File: config.mk
export PLATFORM = sky130hd
export DESIGN_NAME = fifo_flags
export DESIGN_NICKNAME = d
export VERILOG_FILES = /design/src/rtl/fifo_pkg.sv /design/src/rtl/fifo_mem.sv /design/src/rtl/fifo_flags.sv
export SDC_FILE = /design/constraint.sdc
export NUM_CORES = 1
export LEC_CHECK = 0
export CAP_MARGIN = 20
export CORE_ASPECT_RATIO = 0.9
export CORE_UTILIZATION = 50
export DETAILED_ROUTE_END_ITERATION = 10
export PLACE_DENSITY = 0.77
export SKIP_LAST_GASP = 1
export SYNTH_ARGS = -nofsm -noshare
export SYNTH_HDL_FRONTEND = slang
export SYNTH_HIERARCHICAL = 1
export SYNTH_SLANG_ARGS = --single-unit
File: constraint.sdc
create_clock -name clk -period 5.2 [get_ports clk]
set_input_delay 1.3 -clock clk [delete_from_list [all_inputs] [get_ports clk]]
set_output_delay 1.3 -clock clk [all_outputs]
set_load 0.02 [all_outputs]
File: src/rtl/fifo_pkg.sv
// Shared types and helpers for the flagged FIFO.
// Depth/width derivation and the registered status-flag bundle.
package fifo_pkg;

    function automatic int fifo_depth(input int addr_w);
        return 1 << addr_w;
    endfunction

    function automatic int ptr_width(input int addr_w);
        return addr_w + 1;
    endfunction

    localparam int ADDR_W_DEF = 4;
    localparam int PTR_W_DEF  = ADDR_W_DEF + 1;
    localparam int CNT_W_DEF  = ADDR_W_DEF + 1;

    typedef struct packed {
        logic full;
        logic empty;
        logic almost_full;
        logic almost_empty;
        logic overflow;
        logic underflow;
    } fifo_flags_t;

    localparam fifo_flags_t FLAGS_RST = '{
        full:         1'b0,
        empty:        1'b1,
        almost_full:  1'b0,
        almost_empty: 1'b1,
        overflow:     1'b0,
        underflow:    1'b0
    };

endpackage

File: src/rtl/fifo_mem.sv
// Simple dual-port RAM: synchronous write, registered or (FIFO_FWFT_EN)
// combinational read.
module fifo_mem #(
    parameter int DATA_WIDTH = 8,
    parameter int ADDR_WIDTH = 4
) (
    input  logic                  clk,
    input  logic                  rst,
    input  logic                  wr_en,
    input  logic [ADDR_WIDTH-1:0] wr_addr,
    input  logic [DATA_WIDTH-1:0] wr_data,
    input  logic                  rd_en,
    input  logic [ADDR_WIDTH-1:0] rd_addr,
    output logic [DATA_WIDTH-1:0] rd_data
);

    logic [DATA_WIDTH-1:0] mem [2**ADDR_WIDTH];

    // Storage is intentionally not reset.
    always_ff @(posedge clk) begin
        if (wr_en)
            mem[wr_addr] <= wr_data;
    end

`ifdef FIFO_FWFT_EN
    logic unused_rd;
    assign unused_rd = rd_en ^ rst;
    assign rd_data   = mem[rd_addr];
`else
    always_ff @(posedge clk or posedge rst) begin
        if (rst)
            rd_data <= '0;
        else if (rd_en)
            rd_data <= mem[rd_addr];
    end
`endif

endmodule

File: src/rtl/fifo_flags.sv
// Single-clock FIFO with count, thresholds, sticky errors and flush.
// Define FIFO_FWFT_EN for first-word-fall-through reads.
module fifo_flags
    import fifo_pkg::*;
#(
    parameter int DATA_WIDTH = 8,
    parameter int ADDR_WIDTH = 4,
    parameter int AF_THRESH  = fifo_depth(ADDR_WIDTH) - 2,
    parameter int AE_THRESH  = 2
) (
    input  logic                  clk,
    input  logic                  rst,
    input  logic [DATA_WIDTH-1:0] data_in,
    input  logic                  write_en_in,
    output logic                  full_out,
    output logic [DATA_WIDTH-1:0] data_out,
    input  logic                  read_en_in,
    output logic                  empty_out,
    output logic [ADDR_WIDTH:0]   count_out,
    output logic                  almost_full_out,
    output logic                  almost_empty_out,
    output logic                  overflow_out,
    output logic                  underflow_out,
    input  logic                  flush_in,
    input  logic                  clear_err_in
);

    localparam int DEPTH = fifo_depth(ADDR_WIDTH);
    localparam int PW    = ptr_width(ADDR_WIDTH);

    logic [PW-1:0] wr_ptr, rd_ptr, cnt, cnt_nxt;
    fifo_flags_t   flg, flg_nxt;
    logic          rd_ok, wr_ok, rd_acc, wr_acc;
    logic          ovf_set, udf_set;

    // Flush discards the cycle's requests without counting them as errors.
    always_comb begin
        rd_ok   = read_en_in && !flg.empty;
        wr_ok   = write_en_in && (!flg.full || rd_ok);
        rd_acc  = rd_ok && !flush_in;
        wr_acc  = wr_ok && !flush_in;
        ovf_set = write_en_in && !wr_ok && !flush_in;
        udf_set = read_en_in && flg.empty && !flush_in;
    end

    always_comb begin
        cnt_nxt = cnt + PW'(wr_acc) - PW'(rd_acc);
        if (flush_in)
            cnt_nxt = '0;
        flg_nxt              = flg;
        flg_nxt.full         = cnt_nxt == PW'(DEPTH);
        flg_nxt.empty        = cnt_nxt == '0;
        flg_nxt.almost_full  = int'(cnt_nxt) >= AF_THRESH;
        flg_nxt.almost_empty = int'(cnt_nxt) <= AE_THRESH;
        flg_nxt.overflow     = ovf_set || (flg.overflow && !clear_err_in);
        flg_nxt.underflow    = udf_set || (flg.underflow && !clear_err_in);
    end

    always_ff @(posedge clk or posedge rst) begin
        if (rst) begin
            wr_ptr <= '0;
            rd_ptr <= '0;
            cnt    <= '0;
            flg    <= FLAGS_RST;
        end else begin
            wr_ptr <= flush_in ? '0 : wr_ptr + PW'(wr_acc);
            rd_ptr <= flush_in ? '0 : rd_ptr + PW'(rd_acc);
            cnt    <= cnt_nxt;
            flg    <= flg_nxt;
        end
    end

    fifo_mem #(
        .DATA_WIDTH(DATA_WIDTH),
        .ADDR_WIDTH(ADDR_WIDTH)
    ) u_mem (
        .clk    (clk),
        .rst    (rst),
        .wr_en  (wr_acc),
        .wr_addr(wr_ptr[ADDR_WIDTH-1:0]),
        .wr_data(data_in),
        .rd_en  (rd_acc),
        .rd_addr(rd_ptr[ADDR_WIDTH-1:0]),
        .rd_data(data_out)
    );

    assign count_out        = cnt;
    assign full_out         = flg.full;
    assign empty_out        = flg.empty;
    assign almost_full_out  = flg.almost_full;
    assign almost_empty_out = flg.almost_empty;
    assign overflow_out     = flg.overflow;
    assign underflow_out    = flg.underflow;

endmodule

==> results of run 1 <==
[kinds of logic (layout without fill, tap and decap cells)]
group,Yosys count,in the layout,share of synthesized area [%]
adder cells (fa/ha/maj),10,10,2.11
AO/OA/AOI/OAI,26,26,3.91
XOR/XNOR,7,7,0.977
AND/OR/NAND/NOR,62,62,4.85
flip-flops,155,155,72.1
multiplexers,40,40,13.1
buffers and inverters,29,84,2.95
[cell usage after synthesis (2+ instances only)]
master    number  share of area, %
mux4_1         6               2.5
a21oi_1        4              0.32
buf_2          2              0.16
inv_1         13              0.78
nand3b_1       2              0.24
edfxtp_1     128                61
mux4_2        26               9.3
ha_1           9               1.8
buf_12         2              0.64
nand2b_1       5              0.50
a221oi_2       8               1.9
dfrtp_1       25                10
nand3_1        5              0.40
o22ai_1        7              0.70
dfstp_2        2              0.84
xnor2_1        4              0.56
mux2i_1        8               1.3
nand2_1        2              0.12
nor2_1        30               1.8
buf_6          5              0.90
o21ai_0        2              0.16
nor3_1         5              0.40
nor2b_1        6              0.60
buf_1          5              0.30
or2_2          2              0.20
xor2_1         3              0.42
a41o_1         2              0.32
[flip-flops by register name, indices dropped and copies added (netlist names)]
signal	flops
overflow_out	1
rd_ptr	4
empty_out	1
full_out	1
count_out	5
u_mem/rd_data	8
u_mem/mem	128
almost_empty_out	1
almost_full_out	1
wr_ptr	4
underflow_out	1
[metal layers]
metal,global-route usage (%),vias up
met2,33.1,76
li1,-,1396
met3,5.91,9
met1,24.7,1585
met5,0,-
met4,7.14,0
[layout make-up]
type	instances	share of cell area, %
Clock inverter	10	1.29
Clock buffer	22	6.38
Inverter	13	0.671
Timing Repair Buffer	39	5.13
Sequential cell	155	62.2
Multi-Input combinational cell	145	21.6
Tap cell	160	2.75
[metrics by stage]
stage                     util, %  hold WS [ns]  total power [W]
after floorplan                 -         0.506          0.00185
after global placement       55.4         0.485          0.00205
after detailed placement     55.4         0.482          0.00208
after CTS                    60.0         0.512          0.00322
after global routing         60.0         0.527          0.00333
final                        60.0         0.510          0.00320
[worst min path at each step]
stage                   from       endpoint  slack (ns)  cells past startpoint
2_1_floorplan      rd_ptr[3]      rd_ptr[3]        0.51                      2
5_1_grt        underflow_out  underflow_out        0.53                      1
4_1_cts         overflow_out   overflow_out        0.51                      1
3_3_place_gp    overflow_out   overflow_out        0.49                      1
6_report        overflow_out   overflow_out        0.51                      1
3_5_place_dp    overflow_out   overflow_out        0.48                      1
[critical path: stages]
cell and delay (ns):
clkdlybuf4s50_1 0.75, nor3_2 0.22, buf_4 0.30, ha_1 0.28
inv_1 0.06, ha_1 0.14, inv_1 0.05, fa_1 0.39
nand2b_1 0.16, a21oi_1 0.18, xnor2_1 0.26, a41o_1 0.24
[report_power, final]
part	internal [W]	total (W)	leakage [nW]	switching [W]
clock	0.000684	0.00114	0.267	0.000458
combinational	0.000260	0.000565	0.707	0.000305
sequential	0.00143	0.00149	1.49	0.0000610
total	0.00237	0.00320	2.46	0.000824
==> flow_metrics.env, run 1 <==
export IMPL_top_layer="met4"
export IMPL_ios=33
export IMPL_die_width_um=120
export IMPL_drt_pass1_iter_count=4
export IMPL_cts_resized=0
export IMPL_diodes=0
export IMPL_worst_slew_pin_slew_ns=0.894
export IMPL_period_minus_slack_ns=3.98
export IMPL_first_iter_violations=221
export IMPL_synth_cell_types=38
export IMPL_wl_met1_um=4810
export IMPL_ff_latch_area_um2=4520
export IMPL_rows=38
export IMPL_post_cts_setup_buffers=0
export IMPL_tritoncts="built"
export IMPL_final_setup_tns_ns=0
export IMPL_synthCells=329
export IMPL_portBuffers=32
export IMPL_wl_met2_um=5770
export IMPL_fin_skew_ns=0.00811
export IMPL_ys_flop_type="edfxtp_1"
export IMPL_fp_dieH_um=108
export IMPL_reg2reg_slack_ns=2.51
export IMPL_ir_drop_v=0.000252
export IMPL_startpoint="flush_in"
export IMPL_path_max_fanout=19
export IMPL_antenna_found_initial=0
export IMPL_nNetsFinal=395
export IMPL_grt_max_degree=34
export IMPL_grt_pass1_vias=3340
export IMPL_gp_congestion=0.821
export IMPL_cap_violations=0
export IMPL_hold_violations=0
export IMPL_vias_per_cell=5.64
export IMPL_post_place_cells=512
export IMPL_hp_class="flop to flop"
export IMPL_endpoint="empty_out"
export IMPL_endpoint_kind="flop"
export IMPL_holdBufCountCts=0
export IMPL_drt_total_wl_um=11200
export IMPL_yosysWarnings=6
export IMPL_setup_slack_ns=1.22
export IMPL_initial_utilization_pct=51.7
export IMPL_startpoint_type="input pin"
export IMPL_synth_seq_cells=155
export IMPL_yosysSeqAreaShare_pct=72.1
export IMPL_crit_required_ns=5.55
export IMPL_r2r_cells=11
export IMPL_r2r_end="empty_out"
export IMPL_insertion_delay_ns=0.42
export IMPL_cts_sinks=155
export IMPL_final_cell_mix="128 x edfxtp_1, 32 x clkdlybuf4s50_1, 30 x nor2_1"
export IMPL_slew_viol_final=0
export IMPL_async_reset_ff_share_pct=17.4
export IMPL_drive_above_1_share_pct=20.1
export IMPL_hpwl_um=7170
export IMPL_r2r_start="empty_out"
export IMPL_clock_path_buffers=2
export IMPL_synth_edf_count=128
export IMPL_max_slew_margin_pct=40.2
export IMPL_grt_util_all_layers_pct=19.8
export IMPL_setup_violations=0
export IMPL_cts_root_buf="clkbuf_16"
export IMPL_die_area_um2=13000
export IMPL_area_growth_pct=15.9
export IMPL_wl_met3_um=498
export IMPL_grt_first_pass_wirelength_um=18200
export IMPL_layout_commonest_cell="edfxtp_1"
export IMPL_cp_data_arrival_time_ns=4.33
export IMPL_cts_inserted_buffers=17
export IMPL_period_share_pct=76.5
export IMPL_grt_ovfl_total=0
export IMPL_multiInputGateArea_um2=1570
export IMPL_dpl_cell_area_um2=6720
export IMPL_htree_levels=4
export IMPL_via_count=3066
export IMPL_clk_pin_slew_ns=0.06
export IMPL_fmax_mhz=251
export IMPL_avgSynthCellArea_um2=19.1
export IMPL_final_fill_count=909
export IMPL_design_core_area_um2=12100
export IMPL_worstSetupPathType="input pin to flop"
export IMPL_rsz0062_at_grt="false"
export IMPL_pre_cts_ws_ns=0.792
export IMPL_drc_errors=0
export IMPL_outcome="finished clean"
export IMPL_synth_area_um2=6270
export IMPL_final_area_um2=7270
export IMPL_p_leak_nw=2.46
export IMPL_p_per_area_nw_per_um2=439
export IMPL_synth_net_count=353
export IMPL_avgRoutedWirePerCell_um=20.6
export IMPL_stdcell_count=544
export IMPL_ant_nets=0
No activity file was read; power rests on OpenSTA's default activity.
==> inputs of run 2 (changes only) <==
PLACE_DENSITY = 0.8   (was 0.77)
clock period = 3.4 ns   (was 5.2 ns; I/O delays follow)
==> run 2 against run 1 <==
Clock power increased by 53%. Clock-buffer cell count up 4. Critical path type unchanged. Worst setup slack worse by 0.97 ns. Register-to-register slack worse by 1.7 ns. Non-clock buffer count rose by 20. Combinational power is 60% higher. Clock skew about the same. Flip-flop and latch count unchanged. Critical path depth increased by 1. Highest routed layer unchanged. Design area is 1.9% higher. First-iteration DRC count up 48%. Critical endpoint unchanged. Wire length rose by 13%.
==> flow_metrics.env, run 2 (synthesis gave the netlist of run 1 again) <==
export IMPL_die_width_um=120
export IMPL_holdBufCountCts=0
export IMPL_worstSetupPathType="input pin to flop"
export IMPL_antenna_found_initial=0
export IMPL_hold_violations=0
export IMPL_swShare_pct=25.9
export IMPL_area_growth_pct=18.1
export IMPL_first_iter_violations=328
export IMPL_cp_cell_sequence="clkdlybuf4s50_1 > inv_1 > o21ai_0 > nand3_1 > ha_1 > inv_1 > ha_1 > inv_1 > fa_1 > nand2b_1 > a21oi_1 > xnor2_1 > a41o_1"
export IMPL_cts_resized=0
export IMPL_pwr_share_clk_pct=35.2
export IMPL_fmax_mhz=318
export IMPL_cp_top_family="adder cells"
export IMPL_path_max_fanout=5
export IMPL_rsz0062_at_grt="false"
export IMPL_clock_path_buffers=2
export IMPL_setup_violations=0
export IMPL_startpoint_type="input pin"
export IMPL_gp_congestion=0.839
export IMPL_avgRoutedWirePerCell_um=22.3
export IMPL_cp_buffers_inverters=4
export IMPL_cts_sinks=155
export IMPL_multiInputGateArea_um2=1570
export IMPL_hpwl_um=7640
export IMPL_ff_latch_area_um2=4520
export IMPL_fp_dieH_um=108
export IMPL_endpoint_kind="flop"
export IMPL_cp_common_cell="inv_1"
export IMPL_cap_violations=0
export IMPL_portBuffers=32
export IMPL_via_count=3326
export IMPL_final_fill_count=857
export IMPL_grt_pass1_vias=3444
export IMPL_initial_utilization_pct=51.7
export IMPL_period_minus_slack_ns=3.14
export IMPL_combPwrFrac_pct=18.3
export IMPL_grt_util_all_layers_pct=21.4
export IMPL_p_seq_share_pct=46.5
export IMPL_rows=38
export IMPL_insertion_delay_ns=0.42
export IMPL_drt_pass1_iter_count=5
export IMPL_worst_slew_pin_slew_ns=0.986
export IMPL_ant_nets=0
export IMPL_die_area_um2=13000
export IMPL_largest_reg_flops=128
export IMPL_max_slew_margin_pct=34.3
export IMPL_intPower_w=0.00366
export IMPL_drive_above_1_share_pct=22.8
export IMPL_design_core_area_um2=12100
export IMPL_grt_max_degree=20
export IMPL_critPathMaxStageDelay_ns=0.47
export IMPL_outcome="finished clean"
export IMPL_tritoncts="built"
export IMPL_final_cell_mix="128 x edfxtp_1, 32 x clkdlybuf4s50_1, 30 x nor2_1"
export IMPL_fin_skew_ns=0.00839
export IMPL_slew_viol_final=0
export IMPL_clk_pin_slew_ns=0.06
export IMPL_hp_class="flop to flop"
export IMPL_grt_first_pass_wirelength_um=19400
export IMPL_cts_root_buf="clkbuf_16"
export IMPL_cpMaxStageDelayCell="clkdlybuf4s50_1"
export IMPL_crit_required_ns=3.76
export IMPL_final_setup_tns_ns=0
export IMPL_p_sw_w=0.00128
export IMPL_ios=33
export IMPL_vias_per_cell=5.90
export IMPL_cts_inserted_buffers=17
export IMPL_drt_total_wl_um=12600
export IMPL_drc_errors=0
export IMPL_diodes=0
export IMPL_post_cts_setup_buffers=0
export IMPL_whs_ns=0.492
export IMPL_layout_commonest_cell="edfxtp_1"
export IMPL_cp_data_arrival_time_ns=3.50
export IMPL_ir_drop_v=0.000487
export IMPL_p_leak_nw=2.55
export IMPL_grt_ovfl_total=0
export IMPL_period_share_pct=92.5
export IMPL_p_per_area_nw_per_um2=666
export IMPL_nNetsFinal=415
export IMPL_top_register="u_mem/mem"
export IMPL_htree_levels=4
==> run 2: changes by cell type in the layout (fill, tap and decap cells not counted), sizes merged <==
cell    previous run  this run
buf                7        27
inv               15        13
clkinv             4         2
clkbuf            22        26
==> run 2: power groups by stage <==
stage | registers, W | clock network [W] | logic [W]
6_report | 0.00229 | 0.00174 | 0.000904
5_1_grt | 0.00230 | 0.00185 | 0.000980
4_1_cts | 0.00229 | 0.00176 | 0.000901
3_5_place_dp | 0.00233 | 0 | 0.000890
3_3_place_gp | 0.00232 | 0 | 0.000858
2_1_floorplan | 0.00240 | 0 | 0.000437
==> run 2: worst paths after layout <==
check	start	to	slack, ns	depth (start not counted)
max	read_en_in	empty_out	0.26	13
min	overflow_out	overflow_out	0.49	1
max reg2reg	empty_out	empty_out	0.78	11
min reg2reg	overflow_out	overflow_out	0.49	1
max in group asynchronous	rst	count_out[1]	1.97	2
min in group asynchronous	rst	u_mem/rd_data[0]	0.77	2
==> run 2: final cells by class <==
type	count	share of cell area, %
Tap cell	160	2.70
Timing Repair Buffer	59	7.06
Clock inverter	6	0.878
Sequential cell	155	61.0
Inverter	13	0.659
Multi-Input combinational cell	145	21.2
Clock buffer	26	6.47
==> run 2: per-layer routing <==
| metal | wire length (um) | GRT usage, % | up-vias | share of wire (%) |
|---|---|---|---|---|
| met1 | 4960 | 26.5 | 1715 | 39 |
| met3 | 968 | 8.12 | 20 | 7.7 |
| met4 | 172 | 6.96 | 0 | 1.4 |
| met2 | 6490 | 35.0 | 162 | 52 |
| li1 | - | - | 1429 | - |
| met5 | 0 | 0 | - | 0 |
==> run 2: through the flow <==
| step | util (%) | std cells | total power, W | worst slack, ns | instance area [um2] |
|---|---|---|---|---|---|
| 2_1_floorplan | - | 329 | 0.00283 | 0.168 | 6270 |
| 3_3_place_gp | 56.6 | 532 | 0.00318 | -0.0282 | 6870 |
| 3_5_place_dp | 56.6 | 532 | 0.00322 | -0.168 | 6870 |
| 4_1_cts | 61.1 | 564 | 0.00495 | 0.266 | 7410 |
| 5_1_grt | 61.1 | 564 | 0.00513 | 0.0770 | 7410 |
| 6_report | 61.1 | 564 | 0.00493 | 0.256 | 7410 |
==> run 2: worst reg2reg max path: stages, from the launching register on <==
cell and delay [ns]:
dfstp_2 0.58, o21ai_0 0.13, nand3_1 0.12, ha_1 0.23, inv_1 0.06, ha_1 0.18, inv_1 0.06, fa_1 0.39
nand2b_1 0.17, a21oi_1 0.16, xnor2_1 0.24, a41o_1 0.24
